<file path="src/rtl/instr_fetch.sv">
// Instruction fetch unit: one outstanding memory read at a time, a single-entry
// output buffer toward the decoder, redirect/kill handling and ECALL halt.
//
// state | meaning
// IDLE  | first cycle after reset, no request issued
// REQ   | imem_req asserted at pc, waiting for imem_ack
// OUT   | instruction buffered, inst_valid asserted until inst_ready
// HALT  | ECALL retired, fetch stopped until a redirect
module instr_fetch #(
   parameter logic [31:0] RESET_PC = 32'h0000_0000
) (
   input  logic        clk,
   input  logic        rst_n,
   output logic        imem_req,
   output logic [31:0] imem_addr,
   input  logic        imem_ack,
   input  logic [31:0] imem_rdata,
   output logic        inst_valid,
   input  logic        inst_ready,
   output logic [31:0] inst_data,
   output logic [31:0] inst_pc,
   input  logic        redirect_valid,
   input  logic [31:0] redirect_pc,
   output logic        halted,
   output logic [31:0] fetch_count
);

   localparam logic [6:0] OPC_SYSTEM = 7'b1110011;

   typedef enum logic [1:0] {
      ST_IDLE = 2'd0,
      ST_REQ  = 2'd1,
      ST_OUT  = 2'd2,
      ST_HALT = 2'd3
   } state_t;

   state_t      state_q, state_d;
   logic [31:0] pc_q, pc_d;
   logic        kill_q, kill_d;
   logic [31:0] kill_pc_q, kill_pc_d;
   logic [31:0] inst_data_q, inst_data_d;
   logic [31:0] inst_pc_q, inst_pc_d;
   logic [31:0] fetch_count_q, fetch_count_d;
   logic        imem_req_q, imem_req_d;
   logic        inst_valid_q, inst_valid_d;
   logic        halted_q, halted_d;
   logic [31:0] redirect_tgt;

   assign redirect_tgt = redirect_pc & 32'hFFFF_FFFC;

   always_comb begin
      state_d       = state_q;
      pc_d          = pc_q;
      kill_d        = kill_q;
      kill_pc_d     = kill_pc_q;
      inst_data_d   = inst_data_q;
      inst_pc_d     = inst_pc_q;
      fetch_count_d = fetch_count_q;

      unique case (state_q)
         ST_IDLE: begin
            state_d = ST_REQ;
            if (redirect_valid) pc_d = redirect_tgt;
         end
         ST_REQ: begin
            if (imem_ack) begin
               // A redirect in the ack cycle beats any earlier latched target.
               if (redirect_valid) begin
                  pc_d   = redirect_tgt;
                  kill_d = 1'b0;
               end else if (kill_q) begin
                  pc_d   = kill_pc_q;
                  kill_d = 1'b0;
               end else begin
                  inst_data_d = imem_rdata;
                  inst_pc_d   = pc_q;
                  pc_d        = pc_q + 32'd4;
                  state_d     = ST_OUT;
               end
            end else if (redirect_valid) begin
               // The address must stay put until the outstanding read returns.
               kill_d    = 1'b1;
               kill_pc_d = redirect_tgt;
            end
         end
         ST_OUT: begin
            if (inst_ready) fetch_count_d = fetch_count_q + 32'd1;
            if (redirect_valid) begin
               pc_d    = redirect_tgt;
               state_d = ST_REQ;
            end else if (inst_ready) begin
               state_d = (inst_data_q[6:0] == OPC_SYSTEM) ? ST_HALT : ST_REQ;
            end
         end
         ST_HALT: begin
            if (redirect_valid) begin
               pc_d    = redirect_tgt;
               state_d = ST_REQ;
            end
         end
         default: state_d = ST_IDLE;
      endcase

      imem_req_d   = (state_d == ST_REQ);
      inst_valid_d = (state_d == ST_OUT);
      halted_d     = (state_d == ST_HALT);
   end

   always_ff @(posedge clk or negedge rst_n) begin
      if (!rst_n) begin
         state_q       <= ST_IDLE;
         pc_q          <= RESET_PC;
         kill_q        <= 1'b0;
         kill_pc_q     <= 32'd0;
         inst_data_q   <= 32'd0;
         inst_pc_q     <= 32'd0;
         fetch_count_q <= 32'd0;
         imem_req_q    <= 1'b0;
         inst_valid_q  <= 1'b0;
         halted_q      <= 1'b0;
      end else begin
         state_q       <= state_d;
         pc_q          <= pc_d;
         kill_q        <= kill_d;
         kill_pc_q     <= kill_pc_d;
         inst_data_q   <= inst_data_d;
         inst_pc_q     <= inst_pc_d;
         fetch_count_q <= fetch_count_d;
         imem_req_q    <= imem_req_d;
         inst_valid_q  <= inst_valid_d;
         halted_q      <= halted_d;
      end
   end

   assign imem_req    = imem_req_q;
   assign imem_addr   = pc_q;
   assign inst_valid  = inst_valid_q;
   assign inst_data   = inst_data_q;
   assign inst_pc     = inst_pc_q;
   assign halted      = halted_q;
   assign fetch_count = fetch_count_q;

endmodule

</file>
<file path="config.mk">
export PLATFORM = sky130hd
export DESIGN_NAME = instr_fetch
export DESIGN_NICKNAME = d
export VERILOG_FILES = /design/src/rtl/instr_fetch.sv
export SDC_FILE = /design/constraint.sdc
export NUM_CORES = 1
export LEC_CHECK = 0
export ABC_AREA = 0
export BUFFER_PORTS_ARGS = -buffer_cell sky130_fd_sc_hd__buf_2
export CAP_MARGIN = 25
export CORE_ASPECT_RATIO = 0.75
export CORE_MARGIN = 5
export CORE_UTILIZATION = 30
export DETAILED_ROUTE_END_ITERATION = 16
export PLACE_DENSITY_LB_ADDON = 0.08
export SLEW_MARGIN = 20
export SYNTH_ARGS = -nofsm -noshare
export SYNTH_HDL_FRONTEND = slang
export SYNTH_SLANG_ARGS = --single-unit
</file>
<file path="constraint.sdc">
create_clock -name clk -period 2.1 [get_ports clk]
set_input_delay 0.63 -clock clk [delete_from_list [all_inputs] [get_ports clk]]
set_output_delay 0.63 -clock clk [all_outputs]
set_load 0.02 [all_outputs]
</file>
======== Word-level counts from Yosys, hierarchy flattened ========
Index checks and enable logic that the tools add are counted.
word-level totals
  bits in registers ....................... 164
  bits of input ports ..................... 69
  logic and storage cells ................. 47
  output and inout bits ................... 131
cells by class
  equal/unequal tests ..................... 9
  add/sub/neg operators ................... 2
  bitwise logic cells ..................... 3
  muxes and demuxes ....................... 15
  reductions and logical operators ........ 8
operator list
  operator               number
  $mux 32                4
  $pmux 32 s2            1
  $add 32x1->32 const B  1
  $add 32x3->32 const B  1
  $mux 2                 7
  $eq 2x2->1 const B     4
  $pmux 2 s4             1
  $eq 7x7->1 const B     1
  $reduce_and 2->1       3
  $eq 2x1->1 const B     2
  $reduce_and 4->1       1
  $not 1->1              3
  $reduce_and 3->1       1
  $reduce_or 3->1        1
  $logic_not 2->1        1
  $mux 1                 2
  $ne 2x1->1 const B     1
  $ne 2x2->1 const B     1
  $reduce_bool 2->1      1

======== Depth between registers and ports, before layout ========
  word-level depth ........................ 6
  depth in mapped cells ................... 8
  gate-level depth less buffers ........... 6

======== Worst setup path after synthesis ========
No wires, ideal clock.
  path type ............................... register -> register
  start point ............................. register pc_q[3], in the netlist imem_addr[3]
  end point ............................... register pc_q[22], in the netlist imem_addr[22]
  cell stages (with the launch flop) ...... 8
  clock period less this slack ............ 2.168 ns
  required time ........................... 1.969 ns
  slack ................................... -0.068 ns
  buffers on the path ..................... 1
  arrival ................................. 2.036 ns
  setup time .............................. 0.131 ns
  cells stage by stage .................... dfrtp_1 > ha_1 > nand4_1 > or3_1 > buf_2 > nor2_1 > a21oi_1 > or3_1
between the ends
  cells in the longest elaborated chain, start to end .. 5
ends and longest elaborated chain
  element                   line  source
  start: declaration        38    logic [31:0] pc_q, pc_d;
  start signal: assignment  123   pc_q <= pc_d;
  $add 32x3->32             77    pc_d = pc_q + 32'd4;
  $mux 32                   71    end else if (kill_q) begin
  $mux 32                   68    if (redirect_valid) begin
  $mux 32                   66    if (imem_ack) begin
  $pmux 32 s2               60    unique case (state_q)
Every way passes these cells. The select of a mux whose other input is x is not followed.
A chain may end at the register's enable or synchronous reset.

======== Worst setup path after layout ========
  start point ............................. register pc_q[2], in the netlist imem_addr[2]
  end point ............................... register pc_q[25], in the netlist imem_addr[25]
Same word-level chain as after synthesis.

==> flow_metrics.tcl <==
set metrics [dict create \
    cap_violations 0 \
    power.density_mw_per_mm2 1300 \
    period_share 0.929 \
    place_inst 1324 \
    p_seq_frac 0.368 \
    p_int_mw 8.03 \
    min_period_ns 1.95 \
    clock_latency_ns 0.43 \
    syn_to_final_growth_pct 34.0 \
    end_kind "register" \
    synth_top_area_frac 0.538 \
    ir_worst_vdd_uv 642 \
    die_y_um 146 \
    hold-worst-slack_ns 0.103 \
    hp-class "input pin to async pin" \
    synth_warnings 0 \
    drcViolationCount 0 \
    yosysTopAreaCell "dfrtp_1" \
    start_util 0.301 \
    final_cells 1356 \
    rows 50 \
    tns_ns 0 \
    synth_area_per_cell_um2 9.85 \
    critical_path_arrival_ns 2.26 \
    grt_usage 0.172 \
    ctsHoldBuffers 0 \
    via_count 6295 \
    path_clk_slew_ns 0.07 \
    via_per_inst 4.64 \
    final_util 0.404 \
    synthArstFlopShare 1.00 \
    grt_pass1_wl_um 37400 \
    setup_viol 0 \
    leakage_nw 5.01 \
    coreArea_mm2 0.0247 \
    cts_buffers 17 \
    antenna_found_initial 2 \
    finalNetCount 1076 \
    dp_hpwl_um 17400 \
    drt_iter0_drc 344 \
    cts_tree "built" \
    hold_violations 0 \
    synth_cells 756 \
    p_switching_mw 4.97 \
    ant_nets 0 \
    pwr-share-comb 0.367 \
    portBuffers 193 \
    synth_area_leaders "dfrtp_1 (54%), nand2_1 (11%), mux2_2 (4.7%), xnor2_1 (4.1%), o21ai_0 (2.2%)" \
    io_pins 200 \
    ys_seq_elements 160 \
    crit_start "imem_addr[2]$_DFFE_PN0P_" \
    ys_types 66 \
    cts_buffer_depth 2 \
    rsz0062_at_grt "no" \
    clock.fmax_ghz 0.512 \
    drt_wl_total_um 23900 \
    place_area_mm2 0.00933 \
    die_area_mm2 0.0281 \
    yosysSeqAreaShare 0.538 \
    n_antenna_cell 0 \
    grt_max_degree 43 \
    place.gp.congestion 0.798 \
    first_pass_iters 4 \
    synth_edf_count 0 \
    grt_pass1_vias 6254 \
    fin_skew_ns 0.0101 \
    path_max_fanout 10 \
    cp.required_ns 2.41 \
    clock-sinks 160 \
    grt-ovfl-total 0 \
    wire_per_inst_um 17.6 \
    drive_gt1_frac 0.352 \
    h-tree-depth 4 \
    ys.flop_type "dfrtp_1" \
    r2r_slack_ns 0.15 \
    outcome "finished clean" \
    critPathLaunchType "register" \
    switching_share 0.382 \
    crit_type "register to register" \
    dieWidth_um 192 \
    timing.rr.start "imem_addr[2]$_DFFE_PN0P_" \
    fin_area_mm2 0.00998 \
    slew_violations 0 \
    root_buffer "clkbuf_16" \
    syn-cell-area_mm2 0.00745 \
    clockPowerShare 0.265 \
]
-- power by group through the flow --
| stage | logic [mW] | clock network, mW | registers (mW) |
|---|---|---|---|
| 6_report | 4.77 | 3.44 | 4.79 |
| 5_1_grt | 5.24 | 3.70 | 4.93 |
| 4_1_cts | 4.86 | 3.55 | 4.80 |
| 3_5_place_dp | 4.85 | 0 | 4.84 |
| 3_3_place_gp | 4.82 | 0 | 4.85 |
| 2_1_floorplan | 1.71 | 0 | 5.87 |
-- worst paths after layout --
check,cells after the start,to
worst min register to register,2,inst_data[7]$_DFFE_PN0P_
min in group clk,3,inst_data[22]$_DFFE_PN0P_
max in group asynchronous,2,inst_pc[14]$_DFFE_PN0P_
worst max register to register,6,imem_addr[25]$_DFFE_PN0P_
worst min-delay path,1,fetch_count[20]$_DFFE_PN0P_
worst max-delay path,6,imem_addr[25]$_DFFE_PN0P_
-- registers in the layout (all words and copies together), names as in the netlist --
name / flops
halted: 1
inst_pc: 30
inst_valid: 1
imem_addr: 30
state_q: 2
fetch_count: 32
kill_q: 1
kill_pc_q: 30
imem_req: 1
inst_data: 32
-- through the flow --
step                      worst slack [ns]  power, mW
after global routing                0.0324       13.9
after floorplan                     0.0351       7.57
after global placement             -0.0720       9.67
after detailed placement           -0.0596       9.69
after CTS                           0.0622       13.2
final                                0.149       13.0
-- timing repair --
action	in CTS	in global routing
setup endpoints to repair	0	6
resized for setup	0	1
setup buffers	0	0
-- placed cells by master, fill, tap and decap left out, types with 17 or more instances in the layout --
master     instances
nand2_1          216
buf_2            192
dfrtp_1          158
buf_4             70
xnor2_1           35
o21ai_0           32
mux2_2            31
nand3_1           28
nor2_1            25
and3_1            19
clkbuf_16         17
-- worst max-delay path, stage by stage, from the launching register on --
cell	delay, ns
dfrtp_2	0.36
buf_4	0.16
nand2_1	0.10
or4_4	0.61
o31a_2	0.32
nor3_1	0.17
o211ai_1	0.10
-- cells in the mapped netlist (3+ instances only) --
master,count
o21ai_0,32
nor2_1,27
a221oi_1,5
buf_2,10
mux2i_1,7
xor2_1,12
xnor2_1,35
nand3_1,28
nor4_1,7
a21oi_1,14
or3_1,3
clkbuf_1,23
o211ai_1,8
or2_2,4
mux2_2,31
and2_1,4
inv_1,11
and3_1,19
buf_4,4
nand2_1,217
dfrtp_1,160
and4_1,3
nand4_1,14
a31oi_1,4
a211oi_1,5
nor3_1,13
buf_6,4
-- cell type report --
class	count	area, um^2
repair buffers	272	1680
clock buffers	21	470
inverters	11	41.3
well taps	338	423
clock inverters	11	178
fillers	2476	14700
flip-flops and latches	160	4010
multi-input cells	543	3190
-- routing by layer --
layer / vias to the layer above / global-route usage / wire length (um)
li1: 3086 / - / -
met1: 3049 / 0.261 / 12200
met2: 141 / 0.244 / 10200
met3: 15 / 0.0483 / 1290
met4: 4 / 0.0330 / 149
met5: - / 0 / 26
-- logic make-up after synthesis --
group / count (synthesis) / share of synthesized area
AO/OA/AOI/OAI: 94 / 0.0835
XOR/XNOR: 47 / 0.0553
adder cells (fa/ha/maj): 2 / 0.00336
buffers and inverters: 56 / 0.0391
flip-flops: 160 / 0.538
multiplexers: 38 / 0.0563
other: 1 / 0.000503
AND/OR/NAND/NOR: 358 / 0.224
Note: power is estimated with default switching activity, not from simulation.
